## config.mk

```make
export PLATFORM = sky130hd
export DESIGN_NAME = accel_avg_scheduler
export DESIGN_NICKNAME = d
export VERILOG_FILES = /design/src/rtl/accel_pkg.sv /design/src/rtl/imu_ready_sync.sv /design/src/rtl/accel_avg_scheduler.sv
export SDC_FILE = /design/constraint.sdc
export NUM_CORES = 1
export LEC_CHECK = 0
export ABC_AREA = 0
export ABC_CLOCK_PERIOD_IN_PS = 9000
export CORE_UTILIZATION = 50
export CTS_CLUSTER_SIZE = 12
export DETAILED_ROUTE_END_ITERATION = 10
export HOLD_SLACK_MARGIN = 0.06
export MAX_ROUTING_LAYER = met4
export PLACE_DENSITY = 0.69
export RECOVER_POWER = 50
export SETUP_SLACK_MARGIN = 0.02
export SKIP_LAST_GASP = 1
export SYNTH_ARGS = -nofsm -noshare
export SYNTH_HDL_FRONTEND = slang
export SYNTH_SLANG_ARGS = --single-unit
```

## constraint.sdc

```tcl
create_clock -name c50m -period 9 [get_ports c50m]
set_clock_uncertainty 0.05 [all_clocks]
set_input_delay 2.7 -clock c50m [delete_from_list [all_inputs] [get_ports c50m]]
set_output_delay 2.7 -clock c50m [all_outputs]
set_load 0.05 [all_outputs]
```

## src/rtl/accel_pkg.sv

```systemverilog
// Shared types and constants for the accelerometer averaging scheduler.
package accel_pkg;

  localparam int unsigned ACCEL_W          = 12;
  localparam int unsigned LOG2_AVG_DEFAULT = 3;

  typedef enum logic [2:0] {
    IDLE,
    ACC_X,
    ACC_Y,
    ACC_Z,
    DONE
  } state_t;

  typedef struct packed {
    logic [ACCEL_W-1:0] x;
    logic [ACCEL_W-1:0] y;
    logic [ACCEL_W-1:0] z;
  } sample_t;

endpackage

```

## src/rtl/imu_ready_sync.sv

```systemverilog
// Two-flop synchronizer for the IMU data-ready strobe plus rising-edge detector.
module imu_ready_sync (
  input  logic clk,
  input  logic rst,
  input  logic async_in,
  output logic pulse
);

  logic s1, s2, s3;

  always_ff @(posedge clk or posedge rst) begin
    if (rst) begin
      s1 <= 1'b0;
      s2 <= 1'b0;
      s3 <= 1'b0;
    end else begin
      s1 <= async_in;
      s2 <= s1;
      s3 <= s2;
    end
  end

  assign pulse = s2 & ~s3;

endmodule

```

## src/rtl/accel_avg_scheduler.sv

```systemverilog
// Per-axis window averager sharing one adder across X/Y/Z with a one-deep pending buffer.
// Define ACCEL_SIGNED_EN to treat samples as two's complement.
module accel_avg_scheduler
  import accel_pkg::*;
#(
  parameter int unsigned LOG2_AVG = LOG2_AVG_DEFAULT
) (
  input  logic               c50m,
  input  logic               reset,
  input  logic               imu_data_ready,
  input  logic [ACCEL_W-1:0] accel_x,
  input  logic [ACCEL_W-1:0] accel_y,
  input  logic [ACCEL_W-1:0] accel_z,
  input  logic               overrun_clr,
  output logic [ACCEL_W-1:0] out_x,
  output logic [ACCEL_W-1:0] out_y,
  output logic [ACCEL_W-1:0] out_z,
  output logic               out_valid,
  output logic               busy,
  output logic               overrun
);

  localparam int unsigned AW = ACCEL_W + LOG2_AVG;

  state_t              state, state_nx;
  sample_t             raw, work, pend;
  logic                evt, pending, last;
  logic [LOG2_AVG-1:0] sample_cnt;
  logic [AW-1:0]       acc_x, acc_y, acc_z, add_a, add_sum;
  logic [ACCEL_W-1:0]  add_s;

  function automatic logic [AW-1:0] ext(input logic [ACCEL_W-1:0] s);
`ifdef ACCEL_SIGNED_EN
    return {{LOG2_AVG{s[ACCEL_W-1]}}, s};
`else
    return {{LOG2_AVG{1'b0}}, s};
`endif
  endfunction

  function automatic logic [ACCEL_W-1:0] avg(input logic [AW-1:0] a);
`ifdef ACCEL_SIGNED_EN
    return ACCEL_W'($signed(a) >>> LOG2_AVG);
`else
    return ACCEL_W'(a >> LOG2_AVG);
`endif
  endfunction

  imu_ready_sync u_sync (
    .clk     (c50m),
    .rst     (reset),
    .async_in(imu_data_ready),
    .pulse   (evt)
  );

  assign raw  = '{x: accel_x, y: accel_y, z: accel_z};
  assign busy = (state != IDLE);
  assign last = (sample_cnt == {LOG2_AVG{1'b1}});

  always_ff @(posedge c50m or posedge reset) begin
    if (reset) state <= IDLE;
    else       state <= state_nx;
  end

  always_comb begin
    state_nx = state;
    case (state)
      IDLE:    if (evt || pending) state_nx = ACC_X;
      ACC_X:   state_nx = ACC_Y;
      ACC_Y:   state_nx = ACC_Z;
      ACC_Z:   state_nx = last ? DONE : IDLE;
      DONE:    state_nx = IDLE;
      default: state_nx = IDLE;
    endcase
  end

  // Single shared adder: the state picks which accumulator/axis pair it serves.
  always_comb begin
    add_a = '0;
    add_s = '0;
    case (state)
      ACC_X: begin add_a = acc_x; add_s = work.x; end
      ACC_Y: begin add_a = acc_y; add_s = work.y; end
      ACC_Z: begin add_a = acc_z; add_s = work.z; end
      default: ;
    endcase
    add_sum = add_a + ext(add_s);
  end

  always_ff @(posedge c50m or posedge reset) begin
    if (reset) begin
      work       <= '0;
      pend       <= '0;
      pending    <= 1'b0;
      overrun    <= 1'b0;
      sample_cnt <= '0;
      acc_x      <= '0;
      acc_y      <= '0;
      acc_z      <= '0;
      out_x      <= '0;
      out_y      <= '0;
      out_z      <= '0;
      out_valid  <= 1'b0;
    end else begin
      out_valid <= 1'b0;

      // Pending is drained before a new edge so samples stay in arrival order.
      if (state == IDLE) begin
        if (pending) begin
          work    <= pend;
          pending <= evt;
          if (evt) pend <= raw;
        end else if (evt) begin
          work <= raw;
        end
      end else if (evt && !pending) begin
        pend    <= raw;
        pending <= 1'b1;
      end

      if (evt && pending && busy) overrun <= 1'b1;
      else if (overrun_clr)       overrun <= 1'b0;

      case (state)
        ACC_X: acc_x <= add_sum;
        ACC_Y: acc_y <= add_sum;
        ACC_Z: begin
          acc_z <= add_sum;
          if (!last) sample_cnt <= sample_cnt + 1'b1;
        end
        DONE: begin
          out_x      <= avg(acc_x);
          out_y      <= avg(acc_y);
          out_z      <= avg(acc_z);
          out_valid  <= 1'b1;
          acc_x      <= '0;
          acc_y      <= '0;
          acc_z      <= '0;
          sample_cnt <= '0;
        end
        default: ;
      endcase
    end
  end

endmodule

```

Word level (Yosys, flattened, before mapping)

Cells that the tools add are included.

Bits in registers: 165
Bits in latches: 0
RAM bits: 0
Bits in read-only memories: 0
Bits of input ports: 40
Output and inout port bits: 39
Memories kept: 0

Add/sub/neg operators: 2
$mul: 0
Div/mod/pow operators: 0
$lt $le $gt $ge: 0
Equal/unequal tests: 9
Shift-type cells: 0
Muxes and demuxes: 21
Bitwise logic cells: 2
Reduce and logical (&&, ||, !) cells: 16

Operators with widths:

| kind                                           | count |
|---|---|
| two-way mux 36 bit                             | 5 |
| case mux 15 bit (2 select lines)               | 3 |
| case mux 15 bit (3 select lines)               | 1 |
| case mux 12 bit (3 select lines)               | 1 |
| adder 15 x 12 -> 15 bit                        | 1 |
| case mux 3 bit (4 select lines)                | 1 |
| nonzero test 2 bit                             | 6 |
| two-way mux 3 bit                              | 3 |
| != test 2 bit (second input constant)          | 4 |
| == test 3 x 2 -> 1 bit (second input constant) | 2 |
| == test 3 bit (second input constant)          | 2 |
| two-way mux 1 bit                              | 6 |
| case mux 3 bit (2 select lines)                | 1 |
| AND reduction 2 bit                            | 2 |
| adder 3 x 1 -> 3 bit (second input constant)   | 1 |
| == test 3 x 1 -> 1 bit (second input constant) | 1 |
| logical AND 1 bit                              | 3 |
| zero test 3 bit                                | 1 |
| AND reduction 3 bit                            | 1 |
| nonzero test 3 bit                             | 1 |
| AND 1 bit                                      | 1 |
| zero test 1 bit                                | 1 |
| logical OR 1 bit                               | 1 |
| NOT 1 bit                                      | 1 |

Longest topological paths before layout

Depth after elaboration: 5
Gate-level depth with buffers: 13
Gate-level depth less buffers: 11

Modules after synthesis

From an unflattened synthesis, not the netlist that was laid out.

Cell total of the unflattened synthesis: 801
Area, all modules: 7908.8 µm²

Modules (own cells, without submodules):

| module              | instances | cells an instance | area an instance (µm²) | sequential area each (µm²) |
|---|---|---|---|---|
| accel_avg_scheduler | 1         | 796               | 7816.2                 | 4053.9 |
| imu_ready_sync      | 1         | 5                 | 92.6                   | 75.1 |

Worst setup path before layout

No wires, ideal clock.

Path kind: register to output
Start point: register state[2]
End point: output port busy
Data arrival time: 0.901 ns
Setup slack: 5.349 ns
Stages on the path, launching flop included: 3
Path through: dfrtp_1 -> nor3_2 -> inv_1

Word-level cells in the longest chain between the ends: 1

Ends and longest elaborated chain:

| what                   | RTL line                  | text |
|---|---|---|
| from (decl)            | accel_avg_scheduler.sv:25 | `state_t state, state_nx;` |
| from (signal assigned) | accel_avg_scheduler.sv:61 | `else state <= state_nx;` |
| nonzero test 3 bit     | accel_avg_scheduler.sv:56 | `assign busy = (state != IDLE);` |
| to (decl)              | accel_avg_scheduler.sv:19 | `output logic busy,` |

No other way between the ends.

==> impl_summary.md <==
Floorplanning
The number of core rows is 45. Pin placement for this block handled 79 I/O pins. In this run the horizontal extent of the chip is 127 microns. The die height is 127 microns.

The area of the core is 0.0152 sq mm. The overall die area is 0.0161 sq mm. For this configuration, the core starts out at a cell density of 0.514.

Logic synthesis
In the synthesized netlist the dominant register cell turns out to be sky130_fd_sc_hd__dfrtp_1. In this run, synthesis inferred 0 flip-flops with an integrated enable. The number of nets handed over by synthesis was 804. The largest total area in the synthesized netlist belongs to sky130_fd_sc_hd__dfrtp_1. The number of instances in the synthesized netlist is 749.

The post-synthesis instance area is 0.00781 sq mm. Ranked by total cell area, the synthesized netlist is headed by sky130_fd_sc_hd__dfrtp_1, sky130_fd_sc_hd__nand2_1, sky130_fd_sc_hd__mux2i_1. The share of synthesized area in the top cell type comes to 0.528. In this run the mean area of a mapped cell was 10.4 sq um. For this run, the number of Yosys warnings is 0. The sequential-to-total area share from yosys stat is 0.528. The number of flip-flops and latches in the synthesized netlist is 165. The fraction of synthesis flops using an asynchronous set or reset pin is 1.00. The number of distinct standard cells referenced by the synthesized netlist is 50.

Placed design
The number of port buffers is 78. The weighted congestion at the end of routability-driven global placement is 0.869. The count of placed standard cells including taps is 973.

The detailed-placement wirelength estimate is 11100 microns.

Worst setup path
The cell at the slowest stage of the critical path is sky130_fd_sc_hd__clkinvlp_2. Data on the critical path arrives at its endpoint at 6.63 ns. Traced cell by cell, the critical path runs through dlygate4sd3_1, clkinvlp_2, buf_4. On the worst path, the slowest cell contributes a delay of 2.41 ns. In this run the worst path has a maximum fanout of 102. Among cell families on the critical path, the largest total delay comes from buffers and inverters. The count of buffering cells on the critical path with inverters included is 3. The worst setup path is launched from an input port. The path type of the worst setup path is in2async. STA puts the critical path data required time at 9.36 ns. The element type at the critical path end is an async pin.

Cells and area
The library cell used most frequently in the layout, excluding fill and tap cells, is sky130_fd_sc_hd__nand2_1. The layout net count is 859. The number of antenna diodes in the final layout is 0. From synthesis to final layout, the design area changed by 18.7%.

The count of fill cells added during filler insertion is 1242. In the layout the commonest cells are sky130_fd_sc_hd__nand2_1, sky130_fd_sc_hd__dfrtp_1, sky130_fd_sc_hd__o21ai_0, sky130_fd_sc_hd__nor2_1. The combined flip-flop and latch cell area is 0.00413 sq mm. The finished layout holds 1004 standard cells, fillers aside.

In the final layout, the share of cells above drive strength 1 is 0.0956. The area of combinational cells with multiple inputs is 0.00341 sq mm.

STA
At the pin with the least slew margin, the transition time is 4.30 ns. Headroom to the max-slew limit came out at -1.88. The total count of max-transition violations in the final report was 229. The portion of the clock cycle consumed by the worst path in the final layout is 0.697. The count of final setup violators is 0.

Setup repair after global routing left no endpoint under its margin. The clock period could shrink to 6.27 ns. For this run, the top clock speed supported by timing is 160 MHz. The final count of hold timing violations is 0. For the final routed database, the setup TNS stands at 0 ns.

Clock network
The CTS tree is yes. Counting the buffers created by CTS gives 17. The quantity of hold-fixing buffers added after cts is 0. The H-tree was split into 4 levels. The post-cts gate resize count is 0. The worst-skew pair later-pin latency is 0.43 ns. Clock tree synthesis found a total of 165 sinks. Clock-pin slew was measured on the worst setup and hold paths at 0.06 ns.

The cell chosen for the clock root is sky130_fd_sc_hd__clkbuf_16. Post-CTS timing repair inserted 0 buffers for setup. The worst-case clock buffer depth is 2.

Pwr
The worst IR drop on VDD is 0.000217 V. The leakage power is 4.38 nW. The total power divided by cell area is 398 mW/mm^2.

Outcome
The checks that failed: max-capacitance violations, max-slew violations. The run finished, with violations left.

Global routing
The initial antenna violation count is 0. The global-route usage over all layers is 0.230. The first-pass GRT wire length is 28100 microns.

The residual overflow from global routing is 0. The via count of the first global-routing pass was 5771. Entering global routing, the biggest net connects 103 pins.

Routing
Using the TritonRoute via totals, the vias-per-cell ratio works out to 5.57. The count of antenna-violating nets left after detailed routing is 0. The routed wire length is 16400 microns. The first routing iteration left 333 violations. The first-pass iteration count of the detailed router is 5. Summing over every cut layer, the via total after detailed routing is 5597. After detailed routing, the average wire length per cell comes to 16.3 microns. The number of DRC violations after detailed routing is 0.

Flow run
The tool flagged a number of max-cap violations equal to 4.

Worst hold path
The kind of path behind the tightest hold check is reg2reg.
-- per-stage QoR --
stage                     power (mW)  worst slack, ns  instance area, sq um  hold WS (ns)  utilization
after detailed placement        2.90             4.17                  8650         0.292        0.569
after global routing            3.95             1.95                  9270         0.326        0.610
after global placement          2.82             4.23                  8650         0.292        0.569
after floorplan                 2.50             1.79                  7810         0.281            -
final                           3.69             2.73                  9270         0.312        0.610
after CTS                       3.71             3.90                  9300         0.315        0.612
-- metal layers --
| layer | vias up | track usage | share of wire |
|---|---|---|---|
| met5 | - | - | 0 |
| met4 | 0 | 0.106 | 0.026 |
| met3 | 37 | 0.0431 | 0.038 |
| met2 | 143 | 0.356 | 0.47 |
| met1 | 2709 | 0.295 | 0.46 |
| li1 | 2708 | - | - |
-- power breakdown --
group	internal (mW)	total [mW]	switching (mW)
logic	0.676	1.63	0.952
clock network	0.513	0.794	0.281
registers	1.04	1.26	0.220
-- Yosys cell counts, types with 2 or more instances --
| library cell | count |
|---|---|
| sky130_fd_sc_hd__a211oi_1 | 2 |
| sky130_fd_sc_hd__a21o_1 | 6 |
| sky130_fd_sc_hd__a21oi_1 | 21 |
| sky130_fd_sc_hd__a21oi_2 | 2 |
| sky130_fd_sc_hd__a221oi_1 | 2 |
| sky130_fd_sc_hd__a22o_1 | 23 |
| sky130_fd_sc_hd__a22oi_1 | 25 |
| sky130_fd_sc_hd__and2_1 | 2 |
| sky130_fd_sc_hd__and2b_1 | 2 |
| sky130_fd_sc_hd__and3_1 | 4 |
| sky130_fd_sc_hd__buf_1 | 2 |
| sky130_fd_sc_hd__buf_2 | 17 |
| sky130_fd_sc_hd__buf_4 | 9 |
| sky130_fd_sc_hd__buf_6 | 2 |
| sky130_fd_sc_hd__clkbuf_1 | 20 |
| sky130_fd_sc_hd__dfrtp_1 | 165 |
| sky130_fd_sc_hd__ha_1 | 14 |
| sky130_fd_sc_hd__inv_1 | 3 |
| sky130_fd_sc_hd__mux2_1 | 30 |
| sky130_fd_sc_hd__mux2_2 | 32 |
| sky130_fd_sc_hd__mux2i_1 | 37 |
| sky130_fd_sc_hd__nand2_1 | 183 |
| sky130_fd_sc_hd__nand2b_1 | 3 |
| sky130_fd_sc_hd__nand3_1 | 6 |
| sky130_fd_sc_hd__nand4_1 | 4 |
| sky130_fd_sc_hd__nor2_1 | 39 |
| sky130_fd_sc_hd__nor2b_1 | 2 |
| sky130_fd_sc_hd__o211ai_1 | 2 |
| sky130_fd_sc_hd__o21ai_0 | 46 |
| sky130_fd_sc_hd__o21ai_1 | 12 |
| sky130_fd_sc_hd__xnor2_1 | 9 |
| sky130_fd_sc_hd__xor2_1 | 5 |
-- registers in the layout, summed over array words and instances, names as in the netlist --
name	flops
pend	36
work	36
acc_x	15
acc_y	15
acc_z	15
out_x	12
out_y	12
out_z	12
sample_cnt	3
state	3
out_valid	1
overrun	1
pending	1
u_sync.s1	1
u_sync.s2	1
u_sync.s3	1
-- cells by family after synthesis --
logic type      synth area share
compound gates             0.126
simple gates               0.132
flops                      0.528
buf+inv                   0.0349
fa+ha+maj                 0.0263
mux                        0.137
xor+xnor                  0.0157
-- worst reg2reg max path, delay by kind of cell (launching register included) --
family,cells,cell delay [ns]
buf+inv,4,3.94
simple gates,4,1.51
flops,1,0.35
compound gates,1,0.11
-- final timing paths --
path,depth (start not counted),end,slack [ns],start
worst max register to register,9,acc_x[7],2.96,state[1]
max in group c50m,9,acc_x[7],2.96,state[1]
worst min register to register,0,u_sync.s2,0.31,u_sync.s1
min in group asynchronous,2,out_x[0],3.99,reset
worst max-delay path,3,pending,2.73,reset
worst min-delay path,0,u_sync.s2,0.31,u_sync.s1
-- layout make-up --
cell class              count  area share
inverters                   4     0.00175
flip-flops and latches    165       0.445
clock buffers              23      0.0516
clock inverters             8      0.0185
multi-input cells         530       0.368
repair buffers             86      0.0895
well taps                 188      0.0254
(Power assumes the default switching activity.)
